File: config.mk
export PLATFORM = sky130hd
export DESIGN_NAME = load_store_unit
export DESIGN_NICKNAME = d
export VERILOG_FILES = /design/src/rtl/load_store_unit.sv
export SDC_FILE = /design/constraint.sdc
export NUM_CORES = 1
export LEC_CHECK = 0
export ABC_AREA = 1
export CAP_MARGIN = 20
export CORE_MARGIN = 2
export CORE_UTILIZATION = 60
export CTS_BUF_LIST = sky130_fd_sc_hd__clkbuf_8 sky130_fd_sc_hd__clkbuf_16
export CTS_CLUSTER_SIZE = 20
export DETAILED_ROUTE_END_ITERATION = 7
export DONT_BUFFER_PORTS = 1
export GPL_TIMING_DRIVEN = 0
export PLACE_DENSITY_LB_ADDON = 0.25
export SETUP_SLACK_MARGIN = 0.05
export SYNTH_ARGS = -nofsm -noshare
export SYNTH_HDL_FRONTEND = slang
export SYNTH_SLANG_ARGS = --single-unit
File: constraint.sdc
create_clock -name clk -period 2.1 [get_ports clk]
set_clock_uncertainty 0.1 [all_clocks]
set_input_delay 0.315 -clock clk [delete_from_list [all_inputs] [get_ports clk]]
set_output_delay 0.315 -clock clk [all_outputs]
set_load 0.02 [all_outputs]
File: src/rtl/load_store_unit.sv
// Memory-access stage: req/ack data-memory transaction with byte lanes and load extension.
// Optional LSU_MISALIGN_TRAP_EN: misaligned half/word accesses return resp_err without a memory cycle.
module load_store_unit #(
    parameter int DATA_WIDTH     = 32,
    parameter int TIMEOUT_CYCLES = 255
) (
    input  logic                  clk,
    input  logic                  rst_n,
    input  logic                  req_valid,
    output logic                  req_ready,
    input  logic                  req_we,
    input  logic [2:0]            req_mode,
    input  logic [DATA_WIDTH-1:0] req_addr,
    input  logic [DATA_WIDTH-1:0] req_wdata,
    output logic                  resp_valid,
    output logic                  resp_err,
    output logic [DATA_WIDTH-1:0] resp_rdata,
    output logic                  mem_req,
    output logic                  mem_we,
    output logic [DATA_WIDTH-1:0] mem_addr,
    output logic [3:0]            mem_be,
    output logic [DATA_WIDTH-1:0] mem_wdata,
    input  logic                  mem_ack,
    input  logic [DATA_WIDTH-1:0] mem_rdata
);

    localparam int CW = $clog2(TIMEOUT_CYCLES + 1);
    localparam logic [CW-1:0] CNT_MAX = CW'(TIMEOUT_CYCLES);

    typedef enum logic [1:0] {S_IDLE, S_ACCESS, S_RESP} state_e;

    state_e                 state_q, state_d;
    logic [CW-1:0]          cnt_q, cnt_d, cnt_inc;
    logic [2:0]             mode_q, mode_d;
    logic [1:0]             lane_q, lane_d;
    logic                   mem_req_q, mem_req_d;
    logic                   mem_we_q, mem_we_d;
    logic [DATA_WIDTH-1:0]  mem_addr_q, mem_addr_d;
    logic [3:0]             mem_be_q, mem_be_d;
    logic [DATA_WIDTH-1:0]  mem_wdata_q, mem_wdata_d;
    logic                   resp_valid_q, resp_valid_d;
    logic                   resp_err_q, resp_err_d;
    logic [DATA_WIDTH-1:0]  resp_rdata_q, resp_rdata_d;

    logic                   legal, misal;
    logic [3:0]             be_req;
    logic [DATA_WIDTH-1:0]  wd_req;
    logic [7:0]             byte_v;
    logic [15:0]            half_v;
    logic [DATA_WIDTH-1:0]  load_ext;

    always_comb begin
        if (req_we) begin
            legal = req_mode inside {3'b000, 3'b001, 3'b010};
        end else begin
            legal = req_mode inside {3'b000, 3'b001, 3'b010, 3'b100, 3'b101};
        end
        misal = 1'b0;
`ifdef LSU_MISALIGN_TRAP_EN
        misal = (req_mode[1:0] == 2'b01 && req_addr[0]) ||
                (req_mode[1:0] == 2'b10 && req_addr[1:0] != 2'b00);
`endif
        case (req_mode[1:0])
            2'b00: begin
                be_req = 4'b0001 << req_addr[1:0];
                wd_req = {4{req_wdata[7:0]}};
            end
            2'b01: begin
                be_req = 4'b0011 << {req_addr[1], 1'b0};
                wd_req = {2{req_wdata[15:0]}};
            end
            default: begin
                be_req = 4'b1111;
                wd_req = req_wdata;
            end
        endcase
    end

    // Lane selection ignores unaligned low bits (half uses a[1], word uses lane 0).
    always_comb begin
        case (lane_q)
            2'd0:    byte_v = mem_rdata[7:0];
            2'd1:    byte_v = mem_rdata[15:8];
            2'd2:    byte_v = mem_rdata[23:16];
            default: byte_v = mem_rdata[31:24];
        endcase
        half_v = lane_q[1] ? mem_rdata[31:16] : mem_rdata[15:0];
        case (mode_q)
            3'b000:  load_ext = {{24{byte_v[7]}}, byte_v};
            3'b001:  load_ext = {{16{half_v[15]}}, half_v};
            3'b010:  load_ext = mem_rdata;
            3'b100:  load_ext = {24'd0, byte_v};
            3'b101:  load_ext = {16'd0, half_v};
            default: load_ext = '0;
        endcase
    end

    always_comb begin
        state_d      = state_q;
        cnt_d        = cnt_q;
        cnt_inc      = cnt_q + CW'(1);
        mode_d       = mode_q;
        lane_d       = lane_q;
        mem_req_d    = 1'b0;
        mem_we_d     = mem_we_q;
        mem_addr_d   = mem_addr_q;
        mem_be_d     = mem_be_q;
        mem_wdata_d  = mem_wdata_q;
        resp_valid_d = 1'b0;
        resp_err_d   = 1'b0;
        resp_rdata_d = '0;
        case (state_q)
            S_IDLE: begin
                if (req_valid) begin
                    mode_d = req_mode;
                    lane_d = req_addr[1:0];
                    if (!legal || misal) begin
                        state_d      = S_RESP;
                        resp_valid_d = 1'b1;
                        resp_err_d   = 1'b1;
                    end else begin
                        state_d     = S_ACCESS;
                        cnt_d       = '0;
                        mem_req_d   = 1'b1;
                        mem_we_d    = req_we;
                        mem_addr_d  = {req_addr[DATA_WIDTH-1:2], 2'b00};
                        mem_be_d    = be_req;
                        mem_wdata_d = wd_req;
                    end
                end
            end
            S_ACCESS: begin
                if (mem_ack) begin
                    state_d      = S_RESP;
                    resp_valid_d = 1'b1;
                    resp_rdata_d = mem_we_q ? '0 : load_ext;
                end else if (cnt_inc == CNT_MAX) begin
                    state_d      = S_RESP;
                    cnt_d        = cnt_inc;
                    resp_valid_d = 1'b1;
                    resp_err_d   = 1'b1;
                end else begin
                    cnt_d     = cnt_inc;
                    mem_req_d = 1'b1;
                end
            end
            default: state_d = S_IDLE;
        endcase
    end

    always_ff @(posedge clk or negedge rst_n) begin
        if (!rst_n) begin
            state_q      <= S_IDLE;
            cnt_q        <= '0;
            mode_q       <= '0;
            lane_q       <= '0;
            mem_req_q    <= 1'b0;
            mem_we_q     <= 1'b0;
            mem_addr_q   <= '0;
            mem_be_q     <= '0;
            mem_wdata_q  <= '0;
            resp_valid_q <= 1'b0;
            resp_err_q   <= 1'b0;
            resp_rdata_q <= '0;
        end else begin
            state_q      <= state_d;
            cnt_q        <= cnt_d;
            mode_q       <= mode_d;
            lane_q       <= lane_d;
            mem_req_q    <= mem_req_d;
            mem_we_q     <= mem_we_d;
            mem_addr_q   <= mem_addr_d;
            mem_be_q     <= mem_be_d;
            mem_wdata_q  <= mem_wdata_d;
            resp_valid_q <= resp_valid_d;
            resp_err_q   <= resp_err_d;
            resp_rdata_q <= resp_rdata_d;
        end
    end

    assign req_ready  = (state_q == S_IDLE);
    assign resp_valid = resp_valid_q;
    assign resp_err   = resp_err_q;
    assign resp_rdata = resp_rdata_q;
    assign mem_req    = mem_req_q;
    assign mem_we     = mem_we_q;
    assign mem_addr   = mem_addr_q;
    assign mem_be     = mem_be_q;
    assign mem_wdata  = mem_wdata_q;

endmodule

# --- After elaboration in Yosys (flattened, before gate mapping) ---
# Cells that the tools add are included.
word_totals:
  inputBits: 104
  word_cells: 74
  reg_bits: 117
  out_inout_bits: 105
op_classes:
  reduce_logical: 12
  add_sub_neg: 1
  n_eq_ne: 17
  n_mux: 30
  shift: 2
op_table:
  columns: ["cell", "n"]
  rows:
  - ["32-bit case mux with 5 select lines", 1]
  - ["32-bit 2-to-1 mux", 3]
  - ["32-bit case mux with 2 select lines", 1]
  - ["8-bit 2-to-1 mux", 3]
  - ["8-bit case mux with 3 select lines", 1]
  - ["16-bit 2-to-1 mux", 1]
  - ["8-bit case mux with 2 select lines", 1]
  - ["3-bit equality test, second input constant", 4]
  - ["1-bit 2-to-1 mux", 10]
  - ["8-bit by 1-bit adder with 8-bit output, second input constant", 1]
  - ["8-bit equality test, second input constant", 1]
  - ["2-bit 2-to-1 mux", 4]
  - ["4-bit case mux with 2 select lines", 1]
  - ["2-bit by 1-bit equality test with 1-bit output, second input constant", 3]
  - ["3-bit by 1-bit equality test with 1-bit output, second input constant", 2]
  - ["3-bit by 2-bit equality test with 1-bit output, second input constant", 2]
  - ["2-bit logical NOT", 3]
  - ["3-bit logical NOT", 2]
  - ["1-bit case mux with 2 select lines", 3]
  - ["5-bit nonzero test", 1]
  - ["2-bit != test, second input constant", 2]
  - ["2-bit case mux with 2 select lines", 1]
  - ["2-bit AND reduction", 2]
  - ["4-bit AND reduction", 1]
  - ["other kinds (8)", 8]

# --- Depth between registers and ports, before layout ---
# Gate-level depths: netlist of the first run.
logic_depth:
  word_depth: 6
  ltp_mapped: 10
  ltp_nobuf: 10

# --- Worst setup path before layout of the first run ---
# No wires, ideal clock.
synth_path:
  path_type: "register to register"
  from: "register cnt_q[0]"
  to: "register mem_req_q (netlist: mem_req)"
  slack_ps: 618
  stages_incl_launch_ff: 11
  t_required_ps: 1880
  period_less_slack_ps: 1482
  setup_ps: 120
  n_path_buf: 0
  arrival_ps: 1262
  cell_sequence: "dfrtp_1 -> ha_1 -> nand2_1 -> nor2_1 -> nand2_1 -> nand2_1 -> nand2_1 -> nor2_1 -> nand3_1 -> nand2_1 -> nand2_1"
synth_via:
  elab_chain_cells: 5
synth_rtl:
  columns: ["element", "line", "text"]
  rows:
  - ["from (decl)", "33", "logic [CW-1:0] cnt_q, cnt_d, cnt_inc;"]
  - ["from (signal assigned)", "167", "cnt_q <= cnt_d;"]
  - ["8-bit by 1-bit adder with 8-bit output", "101", "cnt_inc = cnt_q + CW'(1);"]
  - ["8-bit equality test", "137", "end else if (cnt_inc == CNT_MAX) begin"]
  - ["1-bit 2-to-1 mux", "137", null]
  - ["1-bit 2-to-1 mux", "133", "if (mem_ack) begin"]
  - ["1-bit case mux with 2 select lines", "112", "case (state_q)"]
  - ["named net mem_req_d", "36", "logic mem_req_q, mem_req_d;"]
  - ["to (signal assigned)", "170", "mem_req_q <= mem_req_d;"]
  - ["to (decl)", "36", null]
# The timed path passes the listed nets, and every way through them passes these cells.
# A chain may end at the register's enable or synchronous reset.

# --- Worst setup path in the final report of the first run ---
layout_path:
  from: "register lane_q[1]"
  to: "register resp_rdata_q[13] (netlist: resp_rdata[13])"
layout_via:
  elab_chain_cells: 6
  elab_cells_between_ends: 9
  classes_between: "eq/ne: 2; mux: 6; reduce/logical: 1"
layout_rtl:
  columns: ["element", "line", "text"]
  rows:
  - ["from (decl)", "35", "logic [1:0] lane_q, lane_d;"]
  - ["from (signal assigned)", "169", "lane_q <= lane_d;"]
  - ["2-bit equality test (tied with other cells)", "81", "case (lane_q)"]
  - ["8-bit case mux with 3 select lines", "81", null]
  - ["32-bit case mux with 5 select lines (*)", "88", "case (mode_q)"]
  - ["32-bit 2-to-1 mux (*)", "136", "resp_rdata_d = mem_we_q ? '0 : load_ext;"]
  - ["32-bit 2-to-1 mux (*)", "133", null]
  - ["32-bit 2-to-1 mux (*)", "112", null]
  - ["named net resp_rdata_d[13]", "43", "logic [DATA_WIDTH-1:0] resp_rdata_q, resp_rdata_d;"]
  - ["to (signal assigned)", "177", "resp_rdata_q <= resp_rdata_d;"]
  - ["to (decl)", "43", null]
# The timed path passes the listed nets; every way through them passes the cells marked *.

==> impl_metrics.yaml, run 1 <==
cts:
  cts_tree: "done"
  hold_buffers: 102
  clk_pin_slew_ps: 70
  cts-root-buf: "clkbuf_8"
  numCtsBuffers: 17
  cts_buffer_depth: 2
  cts.sinks: 117
  clock_latency_ps: 520
  htree_levels: 4
global_routing:
  grt_max_degree: 118
  grt.total_usage: 0.365
  grt_overflow_total: 0
  grt_pass1_vias: 5594
  grt_pass1_wl_mm: 27.8
  grt_antenna_before_repair: 0
detailed_routing:
  drt_iter0_drc: 464
  routedWlPerCell_um: 19.9
  viasPerCell: 6.06
  ant_nets: 0
  vias: 5464
  drt-total-wl_mm: 18.0
  drtPass1Iterations: 6
  drcViolationCount: 0
sta:
  final.setup.tns_ps: 0
  rsz0062_at_grt: "no"
  relSlewSlack: 0.625
  fmax_mhz: 505
  hold_viol: 117
  period_share: 0.943
  hold_slack_ps: -614
  tightest_slew_ps: 563
  slew_viol_final: 0
  setup_violations: 0
  finalWorstSetupSlack_ps: 119
  fin_crit_ps: 1980
run_status:
  outcome: "complete, but fails checks"
  violations: "negative hold slack"
worst_setup_path:
  cpLargestDelayFamily: "buffers and inverters"
  critPathMaxFanout: 10
  worstPathRequired_ps: 2400
  arrival_ps: 2280
  r2r-start: "lane_q[1]"
  startpoint: "lane_q[1]"
  start_kind: "flip-flop"
  crit_buf_inv: 4
  crit_type: "flip-flop to flip-flop"
  crit_chain: "buf_6 -> buf_2 -> inv_1 -> o21ai_0 -> a31oi_1 -> dlygate4sd3_1"
  worstSetupEndpointType: "flip-flop"
  cp_slowest_cell: "dlygate4sd3_1"
  crit_path_max_incr_delay_ps: 560
pwr:
  powerDensity_nw_per_um2: 1230
  vdd_drop_max_mv: 0.771
  leakage_nw: 3.48
cells_and_area:
  areaGrowthSynthToFinish_pct: 34.3
  nFillCells: 477
  drive_gt1_frac: 0.125
  nNetsFinal: 885
  final_area_um2: 7290
floorplanning:
  rows: 34
  core_area_um2: 8760
  ios: 209
  initial_core_util: 0.619
  die_h_um: 99.1
  die_x_um: 99.1
  die-area_um2: 9820
placement:
  post-dp-hpwl_mm: 10.0
  placed_area_um2: 5570
  dp_slack_ps: 394
  finalWeightedCongestion: 0.921
  port_buffers: 0
synthesis:
  synth-seq-cells: 117
  netlist-cell-type-count: 30
  ys.warnings.count: 0
  syn-cell-area_um2: 5430
  ys_seq_area_frac: 0.539
  syn-instance-count: 654
  synth.avg_cell_area_um2: 8.30
job:
  maxCapViolCount: 0
hold_path:
  hold_class: "input port to asynchronous set/reset pin"
## cell usage after synthesis
library cell | count | area share
a21oi_1 | 26 | 0.024
a22oi_1 | 3 | 0.0041
a31o_2 | 3 | 0.0048
a31oi_1 | 26 | 0.030
a31oi_2 | 12 | 0.028
buf_1 | 1 | 0.00069
buf_2 | 20 | 0.018
buf_4 | 5 | 0.0069
buf_6 | 4 | 0.0083
clkbuf_1 | 4 | 0.0028
conb_1 | 1 | 0.00069
dfrtp_1 | 117 | 0.54
ha_1 | 2 | 0.0046
inv_1 | 43 | 0.030
inv_2 | 5 | 0.0035
nand2_1 | 259 | 0.18
nand2_2 | 1 | 0.0012
nand3_1 | 7 | 0.0065
nand3_2 | 1 | 0.0018
nand3b_1 | 2 | 0.0028
nand4_1 | 7 | 0.0081
nor2_1 | 40 | 0.028
nor2_2 | 2 | 0.0023
nor2_8 | 1 | 0.0037
nor3_1 | 1 | 0.00092
o211ai_1 | 1 | 0.0014
o21ai_0 | 37 | 0.034
o21ai_1 | 15 | 0.014
o21ai_2 | 4 | 0.0065
o22ai_1 | 4 | 0.0046
## registers in the layout (all words and copies together) (netlist names)
| register | count |
|---|---|
| mem_wdata | 32 |
| resp_rdata | 32 |
| mem_addr | 30 |
| cnt_q | 8 |
| mem_be | 4 |
| mode_q | 3 |
| lane_q | 2 |
| state_q | 2 |
| mem_req | 1 |
| mem_we | 1 |
| resp_err | 1 |
| resp_valid | 1 |
## per-layer routing
layer | GRT usage | vias to the layer above | wire length (µm)
li1 | - | 2365 | -
met3 | 0.115 | 110 | 2090
met2 | 0.609 | 443 | 8760
met5 | 0 | - | 0
met1 | 0.409 | 2546 | 6110
met4 | 0.224 | 0 | 996
## through the flow
| step | std cells | hold WS, ps | utilization | total power [mW] |
|---|---|---|---|---|
| floorplan | 655 | -80.6 | - | 4.96 |
| global placement | 763 | -77.4 | 0.635 | 5.31 |
| detailed placement | 763 | -77.8 | 0.635 | 5.40 |
| CTS | 897 | -625 | 0.826 | 8.76 |
| global route | 900 | -630 | 0.831 | 9.34 |
| finish | 901 | -614 | 0.832 | 8.96 |
## final timing paths
path                                  end  slack (ps)  cells after the start
setup / recovery           resp_rdata[13]         120                      6
hold / removal             resp_rdata[19]        -610                      0
setup reg to reg           resp_rdata[13]         120                      6
hold reg to reg                  cnt_q[7]         400                      2
max in group asynchronous    mem_addr[14]        2380                      0
min in group clk            mem_wdata[28]          10                      2
## repair_timing
item,4_1_cts,5_1_grt
endpoints found under the setup margin,0,2
setup buffers,0,3
resized for setup,0,12
endpoints found under the hold margin,223,117
## power breakdown
group / internal [mW] / total [mW] / switching (mW) / leakage (nW)
clock: 2.10 / 3.21 / 1.11 / 0.316
combinational: 0.690 / 1.84 / 1.15 / 1.67
sequential: 2.80 / 3.91 / 1.11 / 1.49
## worst reg2reg max path, cell delays in order, from the launching register on
cell and delay [ps]:
dfrtp_1 380, buf_6 160, buf_2 230, inv_1 130, o21ai_0 200, a31oi_1 100, dlygate4sd3_1 560
## final cells by class
type | count | area [µm²] | area share
Sequential cell | 117 | 2930 | 0.402
Multi-Input combinational cell | 456 | 2140 | 0.293
Timing Repair Buffer | 105 | 1040 | 0.143
Clock buffer | 18 | 428 | 0.0587
Clock inverter | 14 | 224 | 0.0307
Buffer | 34 | 210 | 0.0288
Inverter | 48 | 180 | 0.0247
Tap cell | 108 | 135 | 0.0185
Antenna cell | 1 | 2.50 | 0.000343
## cells in the final DEF, fill, tap and decap left out, drive strengths merged, types with 5 or more instances in the layout
cell,netlist,layout
nand2,260,260
dfrtp,117,117
dlygate4sd3,0,102
o21ai,56,56
inv,48,51
nor2,43,43
a31oi,38,38
buf,30,32
a21oi,26,26
clkbuf,4,23
nand3,8,8
nand4,7,7
bufinv,0,5
clkinv,0,5
## logic make-up after synthesis
kind of cell | synth area share
AO/OA/AOI/OAI | 0.151
adder cells (fa/ha/maj) | 0.00461
buffers and inverters | 0.0703
flip-flops | 0.539
other | 0.000691
AND/OR/NAND/NOR | 0.234
Note: power is estimated with default switching activity, not from simulation.
==> inputs of run 2 (changes only) <==
--- a/config.mk
+++ b/config.mk
@@ -13,7 +13,7 @@
 export CTS_CLUSTER_SIZE = 20
 export DETAILED_ROUTE_END_ITERATION = 7
 export DONT_BUFFER_PORTS = 1
-export GPL_TIMING_DRIVEN = 0
+export HOLD_SLACK_MARGIN = 0.15
 export PLACE_DENSITY_LB_ADDON = 0.25
 export SETUP_SLACK_MARGIN = 0.05
 export SYNTH_ARGS = -nofsm -noshare
==> run 2 against run 1 <==
Via count shrank 6.6%; flip-flop and latch count is the same; first-iteration DRC count shrank 37%; utilization shrank 2.0 points; final area shrank 2.4%; fmax grew 6.9%; non-clock buffer count shrank 23; largest power group unchanged; sequential share of layout area grew 0.99 points; critical path depth grew 2; clock-buffer cell count is the same; the run still ends with negative hold slack left; power shrank 5.1%; global-route usage shrank 2.9 points.
==> impl_metrics.yaml, run 2 (same netlist as run 1, synthesis figures left out) <==
run_status:
  outcome: "complete, but fails checks"
  violations: "negative hold slack"
sta:
  fin_crit_ps: 1850
  hold_slack_ps: -608
  relSlewSlack: 0.292
  slew_viol_final: 0
  setup_violations: 0
  final.setup.tns_ps: 0
  period_share: 0.882
  hold_viol: 117
  tightest_slew_ps: 1060
  fmax_mhz: 540
  rsz0062_at_grt: "no"
worst_setup_path:
  r2r_cells: 10
  critPathMaxFanout: 28
  rr_endpoint: "mem_req"
  crit_type: "input port to flip-flop"
  startpoint: "req_mode[1]"
  worstPathRequired_ps: 2370
  worstSetupEndpointType: "flip-flop"
  arrival_ps: 2120
  r2r-start: "cnt_q[0]"
  start_kind: "input port"
  r2r_slack_ps: 320
global_routing:
  grt_overflow_total: 0
  grt_pass1_vias: 5265
  grt_pass1_wl_mm: 25.9
  grt.total_usage: 0.336
  grt_antenna_before_repair: 0
  grt_max_degree: 118
pwr:
  power_frac_seq: 0.460
  p_sw_frac: 0.381
  p_sw_mw: 3.24
  powerDensity_nw_per_um2: 1200
  comb_power_share: 0.194
  leakage_nw: 3.35
  p_clk_frac: 0.346
  vdd_drop_max_mv: 0.779
  internal_power_mw: 5.27
cts:
  cts_buffer_depth: 2
  clock_latency_ps: 510
  numCtsBuffers: 17
  cts.sinks: 117
  hold_buffers: 108
  post_cts_buffers: 0
  cts_tree: "done"
  cts-root-buf: "clkbuf_8"
  clk_pin_slew_ps: 60
  htree_levels: 4
detailed_routing:
  vias: 5103
  drt-total-wl_mm: 15.8
  routedWlPerCell_um: 18.1
  drtPass1Iterations: 6
  viasPerCell: 5.82
  ant_nets: 0
  drt_iter0_drc: 294
  drcViolationCount: 0
cells_and_area:
  layout_common_cells: "nand2_1 (259), dfrtp_1 (117), dlygate4sd3_1 (107), inv_1 (44), nor2_1 (40)"
  drive_gt1_frac: 0.0884
  num_antenna_cells: 0
  nNetsFinal: 862
  areaGrowthSynthToFinish_pct: 31.1
  final_area_um2: 7110
  nFillCells: 505
  final_common_cell: "nand2_1"
  register_area_um2: 2930
  layoutNonFillerInstCount: 877
  multi_input_area_um2: 2120
floorplanning:
  die_h_um: 99.1
  core_area_um2: 8760
  ios: 209
  die_x_um: 99.1
  initial_core_util: 0.619
  rows: 34
  die-area_um2: 9820
job:
  maxCapViolCount: 0
placement:
  port_buffers: 0
  placed_cells: 737
  placed_area_um2: 5430
  finalWeightedCongestion: 0.899
  post-dp-hpwl_mm: 8.95
hold_path:
  hold_class: "input port to asynchronous set/reset pin"
run 2: final cells by class:
cell class / instances / share of cell area
Clock inverter: 14 / 0.0248
Sequential cell: 117 / 0.412
Tap cell: 108 / 0.0190
Timing Repair Buffer: 116 / 0.161
Multi-Input combinational cell: 456 / 0.298
Inverter: 48 / 0.0253
Clock buffer: 18 / 0.0602
run 2: how the worst max path moves through the flow:
stage | depth (start not counted) | slack (ps) | endpoint
after detailed placement | 10 | 360 | mem_req
after floorplan | 10 | 620 | mem_req
after global routing | 8 | 120 | mem_wdata[29]
final | 8 | 250 | mem_wdata[29]
after global placement | 10 | 450 | mem_req
after CTS | 8 | 100 | mem_wdata[9]
run 2: repair_timing:
action / CTS / global route
endpoints found under the setup margin: 0 / 13
endpoints found under the hold margin: 234 / 117
resized for setup: 0 / 1
run 2: power by group through the flow:
stage / Clock, mW / Combinational (mW) / Sequential [mW]
2_1_floorplan: 0 / 1.21 / 3.75
3_3_place_gp: 0 / 1.30 / 3.92
3_5_place_dp: 0 / 1.37 / 3.92
4_1_cts: 2.94 / 1.57 / 3.90
5_1_grt: 3.10 / 1.88 / 3.97
6_report: 2.94 / 1.65 / 3.92
run 2: stage by stage:
stage / setup WS, ps / utilization / power [mW]
4_1_cts: 96.5 / 0.811 / 8.41
2_1_floorplan: 618 / - / 4.96
6_report: 247 / 0.812 / 8.51
5_1_grt: 121 / 0.812 / 8.95
3_5_place_dp: 363 / 0.619 / 5.28
3_3_place_gp: 455 / 0.619 / 5.22
run 2: worst max-delay path, stage by stage:
cell	delay (ps)
dlymetal6s4s_1	860
inv_2	270
nand2_1	160
inv_2	90
nand2_1	80
nand2_1	80
a21oi_1	160
o21ai_1	100
run 2: metal layers:
metal | vias to the layer above | global-route usage | part of all wire
li1 | 2320 | - | -
met1 | 2376 | 0.376 | 0.35
met2 | 329 | 0.562 | 0.51
met3 | 78 | 0.119 | 0.095
met4 | 0 | 0.182 | 0.046
met5 | - | 0 | 0
==> inputs of run 3 (changes only) <==
--- a/config.mk
+++ b/config.mk
@@ -13,7 +13,7 @@
 export CTS_CLUSTER_SIZE = 20
 export DETAILED_ROUTE_END_ITERATION = 7
 export DONT_BUFFER_PORTS = 1
-export HOLD_SLACK_MARGIN = 0.15
+export HOLD_SLACK_MARGIN = 0.1
 export PLACE_DENSITY_LB_ADDON = 0.25
 export SETUP_SLACK_MARGIN = 0.05
 export SYNTH_ARGS = -nofsm -noshare
==> run 3 against run 2 <==
The flow still finishes with violations (negative hold slack); non-clock buffer count is 7 lower; utilization is 0.80 points lower; worst setup slack got worse by 3.8 ps; cell count shrank 0.80%; first-iteration DRC count grew 17%; largest power group unchanged; highest routed layer unchanged.
==> impl_metrics.yaml, run 3 (same netlist as run 1, synthesis figures left out) <==
worst_setup_path:
  crit_top_cell: "nand2_1"
  crit_type: "input port to flip-flop"
  start_kind: "input port"
  crit_path_max_incr_delay_ps: 850
  worstPathRequired_ps: 2370
  crit_chain: "dlymetal6s4s_1 -> inv_2 -> nand2_1 -> inv_2 -> nand2_1 -> nand2_1 -> a21oi_1 -> o21ai_1"
  cp.depth: 8
  worstSetupEndpointType: "flip-flop"
  crit_buf_inv: 3
  r2r_cells: 5
  arrival_ps: 2130
  critPathMaxFanout: 28
  cp_slowest_cell: "dlymetal6s4s_1"
  cpLargestDelayFamily: "buffers and inverters"
cts:
  clock_latency_ps: 510
  numCtsBuffers: 17
  post_cts_buffers: 0
  htree_levels: 4
  cts_tree: "done"
  clk_pin_slew_ps: 60
  hold_buffers: 101
  cts-root-buf: "clkbuf_8"
  cts.sinks: 117
  cts_buffer_depth: 2
pwr:
  powerDensity_nw_per_um2: 1210
  p_sw_frac: 0.381
  power_mw: 8.49
  p_clk_frac: 0.346
  leakage_nw: 3.33
  internal_power_mw: 5.26
  power_frac_seq: 0.461
  p_sw_mw: 3.23
  vdd_drop_max_mv: 0.779
  comb_power_share: 0.193
sta:
  slew_viol_final: 0
  final.setup.tns_ps: 0
  hold_viol: 117
  fin_crit_ps: 1860
  fmax_mhz: 539
  relSlewSlack: 0.293
  setup_violations: 0
  period_share: 0.884
  hold_slack_ps: -607
  rsz0062_at_grt: "no"
  tightest_slew_ps: 1060
placement:
  port_buffers: 0
  finalWeightedCongestion: 0.899
  post-dp-hpwl_mm: 8.95
detailed_routing:
  drt_iter0_drc: 344
  drtPass1Iterations: 5
  ant_nets: 0
  viasPerCell: 5.85
  vias: 5086
  drcViolationCount: 0
  routedWlPerCell_um: 18.2
  drt-total-wl_mm: 15.8
global_routing:
  grt.total_usage: 0.333
  grt_antenna_before_repair: 0
  grt_pass1_wl_mm: 25.6
  grt_pass1_vias: 5210
  grt_overflow_total: 0
  grt_max_degree: 118
hold_path:
  hold_class: "input port to asynchronous set/reset pin"
cells_and_area:
  final_common_cell: "nand2_1"
  nNetsFinal: 855
  layout_common_cells: "nand2_1 (259), dfrtp_1 (117), dlygate4sd3_1 (100), inv_1 (44), nor2_1 (40)"
  num_antenna_cells: 0
  areaGrowthSynthToFinish_pct: 29.8
  drive_gt1_frac: 0.0892
run_status:
  outcome: "complete, but fails checks"
  violations: "negative hold slack"
floorplanning:
  die-area_um2: 9820
  die_h_um: 99.1
  initial_core_util: 0.619
  rows: 34
  core_area_um2: 8760
  die_x_um: 99.1
  ios: 209
job:
  maxCapViolCount: 0
==> run 3: cell types whose count changed in the layout (fill, tap and decap cells not counted), sizes merged <==
cell | before | now
dlygate4sd3 | 107 | 100
==> run 3: power groups by stage <==
stage	Sequential [mW]	Clock [mW]	Combinational, mW
after floorplan	3.75	0	1.21
after CTS	3.90	2.94	1.55
final	3.92	2.93	1.64
after detailed placement	3.92	0	1.37
after global routing	3.98	3.08	1.86
after global placement	3.92	0	1.30
==> run 3: final cells by class <==
class / count / area [µm²]
flip-flops and latches: 117 / 2930
multi-input cells: 456 / 2120
fillers: 515 / 1720
repair buffers: 109 / 1070
clock buffers: 18 / 428
inverters: 48 / 180
clock inverters: 14 / 176
well taps: 108 / 135
==> run 3: worst paths after layout <==
check,from,to,slack [ps]
min reg2reg,cnt_q[7],cnt_q[7],390
min in group clk,req_valid,resp_err,110
max,req_mode[1],mem_wdata[29],240
min,rst_n,cnt_q[5],-610
max reg2reg,mode_q[2],resp_rdata[14],280
max in group asynchronous,rst_n,mem_addr[14],2350
==> run 3: repair_timing <==
item / in CTS / in global routing
resized for setup: 0 / 1
hold endpoints to repair: 228 / 117
endpoints found under the setup margin: 0 / 12
==> run 3: per-layer routing <==
layer / up-vias / GRT usage / share of wire
met2: 341 / 0.553 / 0.50
met1: 2350 / 0.371 / 0.35
li1: 2304 / - / -
met5: - / 0 / 0
met3: 91 / 0.119 / 0.10
met4: 0 / 0.189 / 0.051
==> run 3: per-stage QoR <==
stage | util | setup WS, ps | cells | hold slack, ps | area, µm²
floorplan | - | 618 | 655 | -80.6 | 5430
global placement | 0.619 | 455 | 737 | -77.8 | 5430
detailed placement | 0.619 | 363 | 737 | -77.1 | 5430
CTS | 0.803 | 96.5 | 870 | -616 | 7040
global route | 0.804 | 111 | 870 | -634 | 7040
finish | 0.804 | 243 | 870 | -607 | 7040
